==> src/rtl/aux_replay_sched.sv <==
// Receive-side aux scheduler: pops stamped aux FIFO words when the pixel position
// matches their stamp and replays them as registered ADE beats. AUX_STATS_EN adds drop/underrun counters.
module aux_replay_sched #(
  parameter int POS_W     = 16,
  parameter int BURST_LEN = 32,
  parameter int CNT_W     = 4
) (
  input  logic             fifo_clk,
  input  logic             rstbtn_n,
  input  logic             rxvde,
  input  logic             vid_start,
  input  logic             vfifo_empty,
  input  logic [POS_W+8:0] ax_dout,
  input  logic             ax_empty,
  output logic             ax_rd_en,
  output logic             ade,
  output logic [8:0]       aux_out,
  output logic [CNT_W-1:0] ade_num,
  output logic             drop_pulse,
  output logic             underrun_pulse,
  output logic [15:0]      drop_cnt,
  output logic [15:0]      underrun_cnt
);

  localparam int BEAT_W = $clog2(BURST_LEN + 1);
  localparam logic [BEAT_W-1:0] BEAT_MAX = BEAT_W'(BURST_LEN);

  typedef enum logic [1:0] {
    WAIT_VID = 2'd0,
    ARMED    = 2'd1,
    BURST    = 2'd2
  } state_t;

  state_t            state;
  state_t            next_state;
  logic [POS_W-1:0]  pos;
  logic [POS_W-1:0]  hp;
  logic [BEAT_W-1:0] beat_cnt;
  logic [CNT_W-1:0]  burst_cnt;
  logic              xinit;
  logic              rxvde_d;
  logic              rxvde_rise;
  logic              pop;
  logic              drop;
  logic              underrun;
  logic              burst_start;

  assign hp         = ax_dout[POS_W+8:9];
  assign rxvde_rise = rxvde & ~rxvde_d;

  assign ax_rd_en       = pop;
  assign drop_pulse     = drop;
  assign underrun_pulse = underrun;

  always_ff @(posedge fifo_clk or negedge rstbtn_n) begin
    if (!rstbtn_n) begin
      pos     <= '0;
      xinit   <= 1'b0;
      rxvde_d <= 1'b0;
    end else begin
      rxvde_d <= rxvde;
      if (vid_start) begin
        xinit <= 1'b1;
      end
      // Position saturates rather than wrapping so a long blank never re-matches old stamps.
      if (rxvde) begin
        pos <= '0;
      end else if (pos != '1) begin
        pos <= pos + POS_W'(1);
      end
    end
  end

  always_ff @(posedge fifo_clk or negedge rstbtn_n) begin
    if (!rstbtn_n) begin
      state    <= WAIT_VID;
      beat_cnt <= '0;
    end else begin
      state <= next_state;
      if (burst_start) begin
        beat_cnt <= BEAT_W'(1);
      end else if (pop && state == BURST) begin
        beat_cnt <= beat_cnt + BEAT_W'(1);
      end
    end
  end

  always_comb begin
    next_state  = state;
    pop         = 1'b0;
    drop        = 1'b0;
    underrun    = 1'b0;
    burst_start = 1'b0;
    if (vfifo_empty) begin
      next_state = WAIT_VID;
    end else begin
      case (state)
        WAIT_VID: begin
          if ((xinit || vid_start) && rxvde) begin
            next_state = ARMED;
          end
        end
        ARMED: begin
          if (!rxvde && !ax_empty) begin
            if (hp == pos) begin
              pop         = 1'b1;
              burst_start = 1'b1;
              next_state  = BURST;
            end else if (hp < pos) begin
              pop  = 1'b1;
              drop = 1'b1;
            end
          end
        end
        BURST: begin
          // A full-length burst is not an underrun even if the FIFO has drained.
          if (rxvde || beat_cnt >= BEAT_MAX) begin
            next_state = ARMED;
          end else if (ax_empty) begin
            underrun   = 1'b1;
            next_state = ARMED;
          end else if (hp == pos) begin
            pop = 1'b1;
          end else begin
            next_state = ARMED;
          end
        end
        default: next_state = WAIT_VID;
      endcase
    end
  end

  always_ff @(posedge fifo_clk or negedge rstbtn_n) begin
    if (!rstbtn_n) begin
      ade     <= 1'b0;
      aux_out <= '0;
    end else begin
      ade <= pop & ~drop;
      if (pop && !drop) begin
        aux_out <= ax_dout[8:0];
      end
    end
  end

  // A burst starting on the rxvde rising edge belongs to neither interval.
  always_ff @(posedge fifo_clk or negedge rstbtn_n) begin
    if (!rstbtn_n) begin
      burst_cnt <= '0;
      ade_num   <= '0;
    end else if (rxvde_rise) begin
      ade_num   <= burst_cnt;
      burst_cnt <= '0;
    end else if (burst_start && burst_cnt != '1) begin
      burst_cnt <= burst_cnt + CNT_W'(1);
    end
  end

`ifdef AUX_STATS_EN
  always_ff @(posedge fifo_clk or negedge rstbtn_n) begin
    if (!rstbtn_n) begin
      drop_cnt     <= '0;
      underrun_cnt <= '0;
    end else begin
      if (drop && drop_cnt != 16'hFFFF) begin
        drop_cnt <= drop_cnt + 16'd1;
      end
      if (underrun && underrun_cnt != 16'hFFFF) begin
        underrun_cnt <= underrun_cnt + 16'd1;
      end
    end
  end
`else
  assign drop_cnt     = 16'd0;
  assign underrun_cnt = 16'd0;
`endif

endmodule

==> config.mk <==
export PLATFORM = sky130hd
export DESIGN_NAME = aux_replay_sched
export DESIGN_NICKNAME = d
export VERILOG_FILES = /design/src/rtl/aux_replay_sched.sv
export SDC_FILE = /design/constraint.sdc
export NUM_CORES = 1
export LEC_CHECK = 0
export ABC_AREA = 1
export ABC_CLOCK_PERIOD_IN_PS = 3600
export CORE_MARGIN = 4
export CORE_UTILIZATION = 53
export CTS_CLUSTER_DIAMETER = 30
export CTS_CLUSTER_SIZE = 28
export DETAILED_ROUTE_END_ITERATION = 16
export PLACE_DENSITY_LB_ADDON = 0.05
export REMOVE_ABC_BUFFERS = 1
export SYNTH_ARGS = -nofsm -noshare
export SYNTH_HDL_FRONTEND = slang
export SYNTH_SLANG_ARGS = --single-unit
==> constraint.sdc <==
create_clock -name fifo_clk -period 3.6 [get_ports fifo_clk]
set_input_delay 0.36 -clock fifo_clk [delete_from_list [all_inputs] [get_ports fifo_clk]]
set_output_delay 0.36 -clock fifo_clk [all_outputs]
set_load 0.01 [all_outputs]
==> metrics.yaml <==
status: "finished, final reports clean"
route.detailed.drc: 0
dp_cells: 504
htreeDepth: 2
ys_types: 32
critPathCaptureType: "output port"
final_cell_mix: "nand2_1 (90), inv_1 (61), clkdlybuf4s50_1 (46), dfrtp_1 (44), conb_1 (32)"
clk_path_buf_depth: 2
slew_headroom: 0.344
skew_ns: 0.00597
worstSetupPathType: "reg -> out"
wl_microns: 6120
numCtsBuffers: 5
pwr_density_cell_nw_per_um2: 388
cp_slowest_stage_delay_ns: 0.52
fin_area_sq_um: 3550
start_util: 0.549
cts_hold_buf: 0
path_cells: "inv_1, ha_1, nand2_1, nand2_1, nand3_1, nand2_1, a21oi_1, nand2_1, nand2_1, nand2_1, nand2_4, nand2_1, inv_1, clkdlybuf4s50_1"
slew_violations: 0
hold_class: "in -> async"
grt_max_degree: 45
max_freq_mhz: 340
crit_path_max_fanout: 4
grt_pass1_vias: 2451
layout_commonest_cell: "nand2_1"
grt_pass1_wl_microns: 10600
rows: 27
cts_sinks: 44
syn_inst: 391
dr_wl_met2_microns: 2950
antenna_found_initial: 0
drive_gt1_frac: 0.0727
cp.arrival_ns: 2.58
ios: 80
seq_area_frac_synth: 0.364
first_iter_violations: 122
tightestPinTransition_ns: 0.984
drt-met1-wl_microns: 2700
timing.critical_path.required_ns: 3.24
yosys_register_bits: 44
final_util: 0.645
fp.dieW_microns: 83.5
maxCapViolCount: 0
antenna_cells: 0
ctsResizeCount: 0
dp_hpwl_microns: 4780
gp_congestion: 0.823
finalSetupViolCount: 0
instances_no_fill: 512
ant_nets: 0
cpLargestDelayFamily: "buffers and inverters"
synth_area_sq_um: 3020
overflow: 0
track_usage: 0.183
cellLeakagePower_nw: 1.79
wl_met3_microns: 406
cts-root-buf: "clkbuf_8"
crit_slowest_cell: "clkdlybuf4s50_1"
layout.nets: 494
synth_edf_count: 0
clk_pin_slew_ns: 0.09
areaGrowthSynthToFinish_pct: 17.5
synthTopCellsByArea: "dfrtp_1 (36%), nand2_1 (11%), ha_1 (9.9%)"
critPathLaunchType: "flip-flop"
die_area_sq_um: 6980
ir_drop_mv: 0.228
ys.flop_type: "dfrtp_1"
rsz0062_at_grt: "no"
ys.warnings.count: 0
vias: 2539
dr.max_layer_used: "met4"
hold_viol: 0
wl_per_cell_microns: 12.0
cp_num_buf_inv: 3
post_cts_buffers: 0
place_area_sq_um: 3430
core_region_area_sq_um: 5510
numPortBuffers: 47
fin_tns_setup_ns: 0
period_share: 0.817
drtPass1Iterations: 4
synthArstFlopShare: 1.00
yosys.area.top_type: "dfrtp_1"
path_common_cell: "nand2_1"
clk_latency_ns: 0.30
synth_top_area_frac: 0.364
cts_tree: "done"
via_per_inst: 4.96
syn_avg_cell_area_sq_um: 7.73
die_h_microns: 83.5
fin_crit_ns: 2.94
path summary, 6_finish.rpt:
kind	start	end	slack, ns	depth (start not counted)
min in group fifo_clk	xinit	xinit	0.46	2
hold reg to reg	xinit	xinit	0.46	2
hold / removal	rstbtn_n	ade_num[1]	0.21	1
max in group asynchronous	rstbtn_n	pos[2]	2.78	1
setup / recovery	pos[9]	ax_rd_en	0.66	14
setup reg to reg	pos[6]	burst_cnt[3]	1.36	11
metal layers:
metal,GRT usage,vias up
met5,0,-
met4,0.0482,0
met3,0.0484,7
li1,-,1272
met1,0.227,1187
met2,0.316,73
synthesized netlist by cell type (4+ instances only):
master	n
ha_1	24
nand2_1	90
inv_1	61
nand3_1	23
buf_4	32
nor3_1	9
o21ai_0	18
nor2_1	23
dfrtp_1	44
nand2_2	6
xor2_1	6
nand4_1	7
a21oi_1	11
clkbuf_1	4
sequential cells by signal, indices dropped and copies added, names as in the netlist:
register / flops
pos: 16
burst_cnt: 4
xinit: 1
aux_out: 9
ade_num: 4
rxvde_d: 1
state: 2
beat_cnt: 6
ade: 1
cells by family (layout without fill, tap and decap cells):
group | after synthesis | after routing | synth area share
AOI/OAI and AO/OA | 37 | 37 | 0.0708
xor gates and xnor gates | 6 | 6 | 0.0174
adders and majority gates | 24 | 24 | 0.0993
buffers and inverters | 100 | 118 | 0.166
DFF | 44 | 44 | 0.364
other | 1 | 32 | 0.00124
and+or+nand+nor | 179 | 179 | 0.281
final cells by class:
type | count | area, sq um
Tap cell | 72 | 90.1
Clock buffer | 5 | 68.8
Inverter | 63 | 241
Sequential cell | 44 | 1100
Fill cell | 483 | 1960
Multi-Input combinational cell | 278 | 1540
Clock inverter | 3 | 47.5
Timing Repair Buffer | 47 | 465
power by group:
group	total [mW]	internal [mW]	leakage (nW)	switching (mW)
Sequential	0.605	0.563	0.592	0.0417
Clock	0.391	0.209	0.0583	0.182
Combinational	0.383	0.183	1.14	0.200
Total	1.38	0.955	1.79	0.423
through the flow:
stage / total power [mW] / setup slack [ns] / hold slack (ns)
final: 1.38 / 0.659 / 0.209
after detailed placement: 1.00 / 0.662 / 0.438
after global routing: 1.47 / 0.404 / 0.283
after CTS: 1.39 / 0.638 / 0.235
after floorplan: 0.815 / 1.68 / 0.0644
after global placement: 0.993 / 0.687 / 0.435
(Power assumes the default switching activity.)
